**src/rtl/axi_lite_pkg.sv**
```systemverilog
// Shared types for the two-requester AXI-lite arbiter: FSM states,
// default bus widths and the requester index type.
package axi_lite_pkg;

   localparam int ADDR_W_DEFAULT = 32;
   localparam int DATA_W_DEFAULT = 32;

   typedef enum logic [2:0] {
      IDLE    = 3'd0,
      WR      = 3'd1,
      WR_RESP = 3'd2,
      RD_ADDR = 3'd3,
      RD_DATA = 3'd4,
      DONE    = 3'd5
   } state_t;

   typedef logic req_idx_t;

endpackage

```
**src/rtl/rr_arbiter2.sv**
```systemverilog
// Two-way round-robin grant: combinational choice, registered memory of the
// last winner, updated only when a grant is actually taken.
module rr_arbiter2
   import axi_lite_pkg::*;
(
   input  logic       clk,
   input  logic       rst_n,
   input  logic [1:0] req,
   input  logic       update,
   output logic       any_req,
   output req_idx_t   grant
);

   req_idx_t last_grant_reg;

   always_comb begin
      any_req = |req;
      grant   = 1'b0;
      if (req[0] && req[1]) begin
         grant = ~last_grant_reg;
      end else if (req[1]) begin
         grant = 1'b1;
      end
   end

   // Resetting to 1 makes requester 0 the winner of the first tie.
   always_ff @(posedge clk or negedge rst_n) begin
      if (!rst_n) begin
         last_grant_reg <= 1'b1;
      end else if (update) begin
         last_grant_reg <= grant;
      end
   end

endmodule

```
**src/rtl/axi_lite_arbiter.sv**
```systemverilog
// Shares one AXI-lite slave port between two level-held command requesters,
// sequencing the full handshake and returning a one-cycle ack per command.
module axi_lite_arbiter
   import axi_lite_pkg::*;
#(
   parameter int ADDR_W  = ADDR_W_DEFAULT,
   parameter int DATA_W  = DATA_W_DEFAULT,
   parameter int TIMEOUT = 255
)(
   input  logic              clk,
   input  logic              rst_n,
   input  logic              r0_req,
   input  logic              r0_we,
   input  logic [ADDR_W-1:0] r0_addr,
   input  logic [DATA_W-1:0] r0_wdata,
   output logic              r0_ack,
   output logic [DATA_W-1:0] r0_rdata,
   output logic              r0_err,
   input  logic              r1_req,
   input  logic              r1_we,
   input  logic [ADDR_W-1:0] r1_addr,
   input  logic [DATA_W-1:0] r1_wdata,
   output logic              r1_ack,
   output logic [DATA_W-1:0] r1_rdata,
   output logic              r1_err,
   output logic              busy,
   output logic              awvalid,
   output logic [ADDR_W-1:0] awaddr,
   input  logic              awready,
   output logic              wvalid,
   output logic [DATA_W-1:0] wdata,
   input  logic              wready,
   input  logic              bvalid,
   output logic              bready,
   output logic              arvalid,
   output logic [ADDR_W-1:0] araddr,
   input  logic              arready,
   input  logic              rvalid,
   input  logic [DATA_W-1:0] rdata,
   output logic              rready
);

   localparam int CNT_W = (TIMEOUT > 1) ? $clog2(TIMEOUT + 1) : 1;
   localparam logic [CNT_W-1:0] CNT_LAST = (TIMEOUT > 0) ? CNT_W'(TIMEOUT - 1) : '0;

   logic [1:0]        req_vec, we_vec;
   logic [ADDR_W-1:0] addr_vec  [2];
   logic [DATA_W-1:0] wdata_vec [2];

   assign req_vec      = {r1_req, r0_req};
   assign we_vec       = {r1_we, r0_we};
   assign addr_vec[0]  = r0_addr;
   assign addr_vec[1]  = r1_addr;
   assign wdata_vec[0] = r0_wdata;
   assign wdata_vec[1] = r1_wdata;

   state_t            state_reg, state_next;
   req_idx_t          gnt_reg, gnt_next;
   logic [CNT_W-1:0]  cnt_reg, cnt_next;
   logic              awvalid_reg, awvalid_next, wvalid_reg, wvalid_next;
   logic              bready_reg, bready_next, arvalid_reg, arvalid_next;
   logic              rready_reg, rready_next, busy_reg, busy_next;
   logic [ADDR_W-1:0] awaddr_reg, awaddr_next, araddr_reg, araddr_next;
   logic [DATA_W-1:0] wdata_reg, wdata_next;

   logic              arb_any, arb_update, timeout, wait_state;
   req_idx_t          arb_grant;
   logic              fin, fin_err;
   logic [DATA_W-1:0] fin_rdata;

   rr_arbiter2 u_arb (
      .clk     (clk),
      .rst_n   (rst_n),
      .req     (req_vec),
      .update  (arb_update),
      .any_req (arb_any),
      .grant   (arb_grant)
   );

   always_comb begin
      state_next   = state_reg;
      gnt_next     = gnt_reg;
      awvalid_next = awvalid_reg;
      wvalid_next  = wvalid_reg;
      arvalid_next = arvalid_reg;
      bready_next  = 1'b0;
      rready_next  = 1'b0;
      awaddr_next  = awaddr_reg;
      araddr_next  = araddr_reg;
      wdata_next   = wdata_reg;
      arb_update   = 1'b0;
      fin          = 1'b0;
      fin_err      = 1'b0;
      fin_rdata    = '0;
      timeout      = (TIMEOUT != 0) && (cnt_reg == CNT_LAST);

      case (state_reg)
         IDLE: begin
            if (arb_any) begin
               arb_update = 1'b1;
               gnt_next   = arb_grant;
               if (we_vec[arb_grant]) begin
                  awaddr_next  = addr_vec[arb_grant];
                  wdata_next   = wdata_vec[arb_grant];
                  awvalid_next = 1'b1;
                  wvalid_next  = 1'b1;
                  state_next   = WR;
               end else begin
                  araddr_next  = addr_vec[arb_grant];
                  arvalid_next = 1'b1;
                  state_next   = RD_ADDR;
               end
            end
         end
         WR: begin
            // Address and data channels retire independently.
            if (awvalid_reg && awready) awvalid_next = 1'b0;
            if (wvalid_reg && wready)   wvalid_next  = 1'b0;
            if (!awvalid_next && !wvalid_next) begin
               bready_next = 1'b1;
               state_next  = WR_RESP;
            end else if (timeout) begin
               awvalid_next = 1'b0;
               wvalid_next  = 1'b0;
               fin          = 1'b1;
               fin_err      = 1'b1;
               state_next   = DONE;
            end
         end
         WR_RESP: begin
            if (bvalid) begin
               fin        = 1'b1;
               state_next = DONE;
            end else if (timeout) begin
               fin        = 1'b1;
               fin_err    = 1'b1;
               state_next = DONE;
            end else begin
               bready_next = 1'b1;
            end
         end
         RD_ADDR: begin
            if (arready) begin
               arvalid_next = 1'b0;
               rready_next  = 1'b1;
               state_next   = RD_DATA;
            end else if (timeout) begin
               arvalid_next = 1'b0;
               fin          = 1'b1;
               fin_err      = 1'b1;
               state_next   = DONE;
            end
         end
         RD_DATA: begin
            if (rvalid) begin
               fin        = 1'b1;
               fin_rdata  = rdata;
               state_next = DONE;
            end else if (timeout) begin
               fin        = 1'b1;
               fin_err    = 1'b1;
               state_next = DONE;
            end else begin
               rready_next = 1'b1;
            end
         end
         DONE:    state_next = IDLE;
         default: state_next = IDLE;
      endcase

      busy_next  = (state_next != IDLE);
      wait_state = (state_reg == WR) || (state_reg == WR_RESP) ||
                   (state_reg == RD_ADDR) || (state_reg == RD_DATA);
      // Counter restarts on every state entry so each wait phase gets a full budget.
      cnt_next   = ((state_next != state_reg) || !wait_state) ? '0 : cnt_reg + 1'b1;
   end

   always_ff @(posedge clk or negedge rst_n) begin
      if (!rst_n) begin
         state_reg   <= IDLE;
         gnt_reg     <= 1'b0;
         cnt_reg     <= '0;
         awvalid_reg <= 1'b0;
         wvalid_reg  <= 1'b0;
         bready_reg  <= 1'b0;
         arvalid_reg <= 1'b0;
         rready_reg  <= 1'b0;
         busy_reg    <= 1'b0;
         awaddr_reg  <= '0;
         araddr_reg  <= '0;
         wdata_reg   <= '0;
      end else begin
         state_reg   <= state_next;
         gnt_reg     <= gnt_next;
         cnt_reg     <= cnt_next;
         awvalid_reg <= awvalid_next;
         wvalid_reg  <= wvalid_next;
         bready_reg  <= bready_next;
         arvalid_reg <= arvalid_next;
         rready_reg  <= rready_next;
         busy_reg    <= busy_next;
         awaddr_reg  <= awaddr_next;
         araddr_reg  <= araddr_next;
         wdata_reg   <= wdata_next;
      end
   end

   logic [1:0]        ack_vec, err_vec;
   logic [DATA_W-1:0] rdata_vec [2];

   for (genvar gi = 0; gi < 2; gi++) begin : g_req
      logic              ack_reg, err_reg;
      logic [DATA_W-1:0] rdata_reg;

      always_ff @(posedge clk or negedge rst_n) begin
         if (!rst_n) begin
            ack_reg   <= 1'b0;
            err_reg   <= 1'b0;
            rdata_reg <= '0;
         end else if (fin && (gnt_reg == req_idx_t'(gi))) begin
            ack_reg   <= 1'b1;
            err_reg   <= fin_err;
            rdata_reg <= fin_rdata;
         end else begin
            ack_reg   <= 1'b0;
            err_reg   <= 1'b0;
         end
      end

      assign ack_vec[gi]   = ack_reg;
      assign err_vec[gi]   = err_reg;
      assign rdata_vec[gi] = rdata_reg;
   end

   assign r0_ack   = ack_vec[0];
   assign r1_ack   = ack_vec[1];
   assign r0_err   = err_vec[0];
   assign r1_err   = err_vec[1];
   assign r0_rdata = rdata_vec[0];
   assign r1_rdata = rdata_vec[1];
   assign busy     = busy_reg;
   assign awvalid  = awvalid_reg;
   assign awaddr   = awaddr_reg;
   assign wvalid   = wvalid_reg;
   assign wdata    = wdata_reg;
   assign bready   = bready_reg;
   assign arvalid  = arvalid_reg;
   assign araddr   = araddr_reg;
   assign rready   = rready_reg;

endmodule

```
**config.mk**
```make
export PLATFORM = sky130hd
export DESIGN_NAME = axi_lite_arbiter
export DESIGN_NICKNAME = d
export VERILOG_FILES = /design/src/rtl/axi_lite_pkg.sv /design/src/rtl/rr_arbiter2.sv /design/src/rtl/axi_lite_arbiter.sv
export SDC_FILE = /design/constraint.sdc
export NUM_CORES = 1
export LEC_CHECK = 0
export ABC_AREA = 1
export BUFFER_PORTS_ARGS = -buffer_cell sky130_fd_sc_hd__buf_2
export CORE_AREA = 2 2 132 134
export DETAILED_ROUTE_END_ITERATION = 7
export DIE_AREA = 0 0 134 136
export PLACE_DENSITY = 0.83
export SLEW_MARGIN = 40
export SYNTH_ARGS = -nofsm -noshare
export SYNTH_HDL_FRONTEND = slang
export SYNTH_SLANG_ARGS = --single-unit
export TNS_END_PERCENT = 5
```
**constraint.sdc**
```tcl
create_clock -name clk -period 4.1 [get_ports clk]
set_input_delay 0.82 -clock clk [delete_from_list [all_inputs] [get_ports clk]]
set_output_delay 0.82 -clock clk [all_outputs]
set_load 0.03 [all_outputs]
```
==> qor_table.md, run 1 <==
| Quantity | Value |
|---|---|
| Required time of the worst setup path | 4460 ps |
| Overall overflow remaining after global route | 0 |
| Post-DR vias/cell | 5.150 |
| Sum of net half-perimeters after detailed placement | 16030 microns |
| Starting Density | 47.78% |
| Buffers from clock root to sink, at most | 2 |
| Largest net degree at the start of global routing | 129 |
| Wirelength per Cell | 15.17 microns |
| Syn Std Cell Area | 8063 sq um |
| Run status | finished clean |
| Portion of synthesized cell area occupied by the leading cell type | 56.49% |
| TritonCTS buffer count | 17 |
| Cell type with the highest aggregate area in the netlist | dfrtp_1 |
| Die ar. | 18220 sq um |
| Ports | 341 |
| Floorplan die height | 136 microns |
| Syn Nets | 1131 |
| Final RePlAce weighted congestion | 0.8994 |
| Via count of the first global-routing pass | 7278 |
| Cell Rows | 48 |
| Critical path capture point type | flop |
| Port buffer count | 340 |
| Uppermost layer routed | met5 |
| Antenna violations before repair | 10 |
| Finish-stage setup viols | 0 |
| Root buffer cell | clkbuf_16 |
| Crit path largest cell delay | 570 ps |
| Final critical-path required period | 2579 ps |
| Count of distinct cell types in the synthesized netlist | 28 |
| Remaining max-slew budget at the tightest pin | 52.58% |
| Global-route usage over all layers | 24.75% |
| Count of clock tree sinks | 183 |
| Number of instances in the synthesized netlist | 958 |
| # resized after CTS | 0 |
| DRC violations left | 0 |
| Final wirelength | 22870 microns |
| Floorplan die width | 134 microns |
| Critical path's slowest cell | nand2_2 |
| Number of buffers added for setup after CTS | 0 |
| Routed length on met2 | 11170 microns |
| CP arrival | 2940 ps |
| Core Region | 16880 sq um |
| Post-DRT Antenna Nets | 0 |
| Wire length of the first global-routing pass | 35810 microns |
| Synth Area per Inst | 8.416 sq um |
| Share of final-layout standard cells stronger than drive strength 1 | 31.29% |
| Clock latency at the later pin of the worst-skew pair | 430 ps |
| Ranking of synthesized cells by area | dfrtp_1 56%, nand2_1 15%, a31oi_1 7.6% |
| Most common cell on crit path | nand2_1 |
| Crit Path Category | reg2reg |
| Sequential element share of the synthesized area | 56.81% |
| Max Fclk | 387.7 MHz |
| Area growth, synth to finish | 29.02% |
| Yosys reg bits | 183 |
| Number of levels the H-tree was split into | 4 |
| Met3 WL | 2110 microns |
| Met1 Routed Length | 9103 microns |
| Critical Path, Cell by Cell | nor2_4 -> nand2_2 -> inv_2 -> nand2_1 -> nand2_1 -> nand2_1 -> nand2_1 -> nand3_2 -> nand2_2 -> nand2_1 -> nand2_1 |
| Hold buffers post-CTS | 0 |
| Yosys Warn Count | 0 |
| MaxCap Viol Count | 0 |
| Overall via count from detail_route | 7761 |
| Total power divided by cell area | 776.8 nW/um^2 |
| Leakage power | 5.596 nW |
| Largest vdd supply drop | 0.5466 mV |
| Slew Limit Fails | 0 |
| Setup repair after global routing missed its margin | false |
| Maximum net fanout on the critical path | 35 |
| Critical path launch point type | flop |
| Transition time at the pin with the least slew margin | 711.3 ps |
| Worst hold path type | in2async |
| Final worst path period share | 62.91% |
| Post-route clock skew | 10.98 ps |
| Layout Nets | 1435 |
| Final-report hold violation count | 0 |
| DR pass1 iterations | 5 |
| Total Neg Setup Slack | 0 ps |
| Post-layout power | 0.008080 W |
| 1st-iter DRT viols | 439 |
| TritonCTS clock tree | yes |
| Worst-path clk slew | 70 ps |
## path summary, 6_finish.rpt
check	from	slack [ps]	cells past startpoint	to
worst max register to register	state_reg[1]	1520	11	r1_rdata[22]
worst min-delay path	rst_n	440	1	r0_rdata[25]
min in group clk	r1_rdata[20]	470	2	r1_rdata[20]
worst min register to register	r1_rdata[20]	470	2	r1_rdata[20]
max in group asynchronous	rst_n	2780	2	araddr[5]
worst max-delay path	state_reg[1]	1520	11	r1_rdata[22]
## cell usage in the layout (no fill, tap or decap), types with 4 or more instances in the layout
| master | Yosys | layout |
|---|---|---|
| a21oi_1 | 5 | 5 |
| a31oi_1 | 98 | 98 |
| buf_2 | 9 | 339 |
| buf_4 | 17 | 5 |
| clkbuf_16 | 0 | 17 |
| dfrtp_1 | 182 | 182 |
| diode_2 | 0 | 7 |
| inv_1 | 21 | 21 |
| inv_2 | 6 | 5 |
| inv_6 | 0 | 4 |
| nand2_1 | 329 | 328 |
| nand2_2 | 4 | 5 |
| nand3_1 | 74 | 74 |
| nor2_1 | 152 | 151 |
| xor2_1 | 5 | 5 |
## layout make-up
| cell class | instances | area (sq um) |
|---|---|---|
| well taps | 225 | 281.5 |
| flip-flops and latches | 183 | 4581 |
| clock inverters | 14 | 160.2 |
| repair buffers | 347 | 1788 |
| multi-input cells | 685 | 3027 |
| clock buffers | 18 | 439.2 |
| inverters | 28 | 108.9 |
| diodes | 7 | 17.52 |
| fillers | 1480 | 6474 |
## power by group
group | switching, W | leakage (nW) | total (W) | internal [W]
clock | 0.000764 | 0.289 | 0.00165 | 0.000885
combinational | 0.00262 | 3.05 | 0.00362 | 0.000995
sequential | 0.000359 | 2.26 | 0.00281 | 0.00245
## layer usage
layer	GRT usage, %	vias up
met5	0	-
met2	40.40	364
met1	30.98	3617
met4	9.043	6
met3	7.979	40
li1	-	3734
## synthesized netlist by cell type
library cell  count
nand2_1         329
dfrtp_1         182
nor2_1          152
a31oi_1          98
nand3_1          74
clkbuf_1         25
inv_1            21
buf_4            17
buf_2             9
buf_6             7
inv_2             6
a21oi_1           5
xor2_1            5
buf_1             4
nand2_2           4
nor2_2            3
o21ai_0           3
and2_1            2
ha_1              2
nand4_1           2
clkinv_1          1
dfstp_2           1
nand3_2           1
nor2_4            1
o21ai_1           1
o311ai_0          1
or2_2             1
xnor2_1           1
## critical path: cells and delay by family, from the launching register on
kind	cells	cell delay (ps)
simple gates	10	1870
flops	1	430
buf+inv	1	210
## cells by family after synthesis
kind of cell / count (synthesis) / share of synthesized area (%)
and+or+nand+nor: 569 / 28.18
adders and majority gates: 2 / 0.3103
buffers and inverters: 90 / 5.773
AOI/OAI and AO/OA: 108 / 8.271
xor gates and xnor gates: 6 / 0.6518
DFF: 183 / 56.81
## stage by stage
stage | utilization, % | setup slack, ps | cells | instance area [sq um] | hold WS [ps]
after global routing | 61.60 | 1238 | 1504 | 10400 | 486.8
after global placement | 57.95 | 1473 | 1468 | 9779 | 448.4
final | 61.64 | 1521 | 1507 | 10400 | 442.2
after floorplan | - | 2206 | 958 | 8063 | 443.6
after CTS | 61.52 | 1503 | 1500 | 10380 | 472.4
after detailed placement | 57.97 | 1395 | 1468 | 9783 | 453.3
Power figures use the tool's default switching activity.
==> run 2, diff against run 1 <==
ABC_AREA = 0   (was 1)
CORE_AREA = default   (was 2 2 132 134)
CORE_UTILIZATION = 44   (was default)
DIE_AREA = default   (was 0 0 134 136)
PLACE_DENSITY = 0.8   (was 0.83)
clock period = 2.3 ns   (was 4.1 ns; I/O delays follow)
==> qor_table.md, run 2 <==
| Quantity | Value | Delta |
|---|---|---|
| Crit Path Category | reg2reg |  |
| Largest vdd supply drop | 0.8054 mV | +47% |
| Leakage power | 5.874 nW | +5.0% |
| Largest net degree at the start of global routing | 103 | -20% |
| Post-route clock skew | 13.41 ps | +2.433 ps |
| Transition time at the pin with the least slew margin | 638.6 ps | -72.71 ps |
| Antenna violations before repair | 5 | -5 |
| Slew Limit Fails | 0 | unchanged |
| Sum of net half-perimeters after detailed placement | 15780 microns | -1.6% |
| Post-DRT Antenna Nets | 0 | unchanged |
| Yosys Warn Count | 0 | unchanged |
| Sequential element share of the synthesized area | 56.34% | -0.47 points |
| EDFF count, synth | 0 | unchanged |
| Portion of synthesized cell area occupied by the leading cell type | 56.02% | -0.47 points |
| Worst Path Buf+Inv | 2 | +1 |
| Wirelength per Cell | 16.87 microns | +11% |
| Root buffer cell | clkbuf_16 |  |
| Endpoint of the worst-slack reg-to-reg timing path | r0_rdata[2] |  |
| Remaining max-slew budget at the tightest pin | 57.33% | +4.7 points |
| Worst setup startpoint | state_reg[1] |  |
| Layout Nets | 1191 | -17% |
| Number of instances in the synthesized netlist | 684 | -29% |
| Internal power | 0.008151 W | +88% |
| Floorplan die width | 137.9 microns | +2.9% |
| Cell Rows | 49 | +2.1% |
| Multi-input gate area in the final layout | 3269 sq um | +8.0% |
| Worst-path clk slew | 70 ps | about the same |
| Final RePlAce weighted congestion | 0.8379 | -6.8% |
| Top library cells by usage in the layout, fill and taps aside | 339 x buf_2, 182 x dfrtp_1, 78 x nor2_1 |  |
| Overall overflow remaining after global route | 0 | unchanged |
| DRC violations left | 0 | unchanged |
| Critical path launch point type | flop |  |
| Critical Path, Cell by Cell | and2b_1 -> nand2_1 -> o22ai_1 -> buf_4 -> a31oi_4 -> buf_12 -> mux2_2 |  |
| Most instantiated library cell after synthesis | dfrtp_1 |  |
| Global-route usage over all layers | 22.42% | -2.3 points |
| CP arrival | 2490 ps | -450 ps |
| Critical path capture point type | flop |  |
| Wire length of the first global-routing pass | 32460 microns | -9.3% |
| Final critical-path required period | 2185 ps | -393.9 ps |
| Post-layout power | 0.01463 W | +81% |
| Synth Area per Inst | 11.89 sq um | +41% |
| Placed inst area | 10140 sq um | +3.6% |
| Count of clock tree sinks | 183 | unchanged |
| Register area | 4581 sq um | unchanged |
| Syn Std Cell Area | 8130 sq um | +0.84% |
| Die ar. | 19030 sq um | +4.4% |
| Worst Setup EP | r0_rdata[2] |  |
| Starting Density | 45.11% | -2.7 points |
| Combinational power share | 45.8% | +1.0 points |
| Post-DR vias/cell | 5.043 | -2.1% |
| Yosys reg bits | 183 | unchanged |
| Reg-to-Reg Start | state_reg[1] |  |
| Cell family with the largest share of critical-path delay | flip-flops |  |
| Buffers from clock root to sink, at most | 2 | unchanged |
| Cell type with the highest aggregate area in the netlist | dfrtp_1 |  |
| Worst hold path type | in2reg |  |
| Hold slack | 317.3 ps | -124.9 ps |
| Clock network power share | 19.9% | -0.5 points |
| Run status | finished clean |  |
| Final cell area excluding filler cells | 10740 sq um | +3.2% |
| Ports | 341 | unchanged |
| Floorplan die height | 137.9 microns | +1.4% |
| Filler cell count | 1506 | +1.8% |
| Ranking of synthesized cells by area | dfrtp_1 56%, mux2_4 10%, mux2i_1 8.0% |  |
| TritonCTS buffer count | 17 | unchanged |
| Post-synth top cells | 182 x dfrtp_1, 80 x nor2_1, 69 x a21oi_1 |  |
| Number of buffers added for setup after CTS | 0 | unchanged |
| Via count of the first global-routing pass | 6225 | -14% |
| Total Neg Setup Slack | 0 ps | unchanged |
| Count of distinct cell types in the synthesized netlist | 55 | +96% |
| Number of levels the H-tree was split into | 4 | unchanged |
| Hold Path Stages | 2 |  |
| Clock latency at the later pin of the worst-skew pair | 430 ps | about the same |
| TritonCTS clock tree | yes |  |
| Sw Ratio | 44.27% | -2.1 points |
| Most common cell after layout, fill and taps aside | buf_2 |  |
| 1st-iter DRT viols | 296 | -33% |
| Port buffer count | 340 | unchanged |
| Async set-or-reset flop fraction in the synthesized netlist | 100.0% | unchanged |
| Cell depth of the worst setup path | 7 | -4 |
| Total power divided by cell area | 1362 nW/um^2 | +75% |
| DR pass1 iterations | 4 | -1 |
| Required time of the worst setup path | 2600 ps | -1860 ps |
| Overall via count from detail_route | 6369 | -18% |
| Final worst path period share | 95.02% | +32 points |
| Setup repair after global routing missed its margin | false |  |
| Net switching component of the power | 0.006475 W | +73% |
| Syn Nets | 857 | -24% |
| Area growth, synth to finish | 32.04% |  |
| Final-report hold violation count | 0 | unchanged |
| Crit path largest cell delay | 490 ps | -80 ps |
| Max Fclk | 457.6 MHz | +18% |
| Main flop type after synthesis | dfrtp_1 |  |
| Share of power burned in registers | 34.4% | -0.4 points |
| Maximum net fanout on the critical path | 34 | -2.9% |
| Share of final-layout standard cells stronger than drive strength 1 | 45.34% | +14 points |
| Critical path's slowest cell | dfrtp_1 |  |
| Count of cells along the worst register-to-register path | 7 | -4 |
| Finish-stage setup viols | 0 | unchanged |
| Core Region | 18020 sq um | +6.8% |
| Final wirelength | 21300 microns | -6.8% |
| MaxCap Viol Count | 0 | unchanged |
| Register-to-register path setup slack | 110 ps | -1410 ps |
## run 2: cell count changes in the layout (fill, tap and decap cells not counted), sizes merged, moves of 4 or more
cell / change
mux2: +64
nor2b: +4
o21ai: +34
nand3: -69
a21oi: +64
inv: -17
a31oi: -96
and3: +32
mux2i: +65
nand2: -293
nor2: -76
buf: +14
nor3: +4
## run 2: logic make-up (layout without fill, tap and decap cells)
| group | Yosys count | after routing | synth area share, % |
|---|---|---|---|
| flops | 183 | 183 | 56.34 |
| other cells | 0 | 4 | 0 |
| fa+ha+maj | 2 | 2 | 0.3077 |
| buf+inv | 57 | 403 | 3.740 |
| simple gates | 176 | 176 | 10.17 |
| compound gates | 130 | 130 | 9.234 |
| xor+xnor | 7 | 7 | 0.7541 |
| mux | 129 | 129 | 19.45 |
## run 2: worst min path at each step
stage           start              endpoint  slack [ps]
3_3_place_gp    rst_n          r0_rdata[26]         420
4_1_cts        r0_req  u_arb.last_grant_reg         300
6_report       r0_req  u_arb.last_grant_reg         320
3_5_place_dp    rst_n          r0_rdata[26]         420
5_1_grt        r0_req  u_arb.last_grant_reg         320
2_1_floorplan   rst_n             araddr[0]         160
## run 2: per-stage QoR
stage,setup slack (ps),cells,utilization (%)
after floorplan,268.6,684,-
after global placement,174.6,1227,56.21
after detailed placement,142.0,1227,56.23
after CTS,137.9,1259,59.50
after global routing,10.25,1262,59.54
final,114.7,1263,59.56
## run 2: worst register-to-register path: cells and delay by family, from the launching register on
family                 cells  cell delay [ps]
AOI/OAI and AO/OA          2              320
buffers and inverters      2              440
DFF                        1              490
muxes                      1              400
and+or+nand+nor            2              430
## run 2: timing repair
item / 4_1_cts / 5_1_grt
hold buffers: 1 / 0
hold endpoints to repair: 40 / 0
resized for setup: 0 / 0
## run 2: area by class of cell
| cell class | count | share of cell area (%) |
|---|---|---|
| Tap cell | 229 | 2.669 |
| Multi-Input combinational cell | 444 | 30.45 |
| Sequential cell | 183 | 42.67 |
| Inverter | 11 | 0.3846 |
| Clock buffer | 18 | 4.091 |
| Antenna cell | 4 | 0.09324 |
| Timing Repair Buffer | 361 | 18.33 |
| Clock inverter | 13 | 1.305 |
## run 2: power groups by stage
| stage | Clock, W | Combinational, W | Sequential [W] |
|---|---|---|---|
| floorplan | 0 | 0.00250 | 0.00716 |
| global placement | 0 | 0.00659 | 0.00502 |
| detailed placement | 0 | 0.00674 | 0.00506 |
| CTS | 0.00297 | 0.00674 | 0.00503 |
| global route | 0.00309 | 0.00720 | 0.00517 |
| finish | 0.00290 | 0.00669 | 0.00503 |
## run 2: metal layers
layer	global-route usage [%]	part of all wire (%)	vias to the layer above
met5	0	0.075	-
met4	8.575	2.1	2
met3	7.127	7.7	34
met2	36.50	48	251
met1	27.70	42	3024
li1	-	-	3058
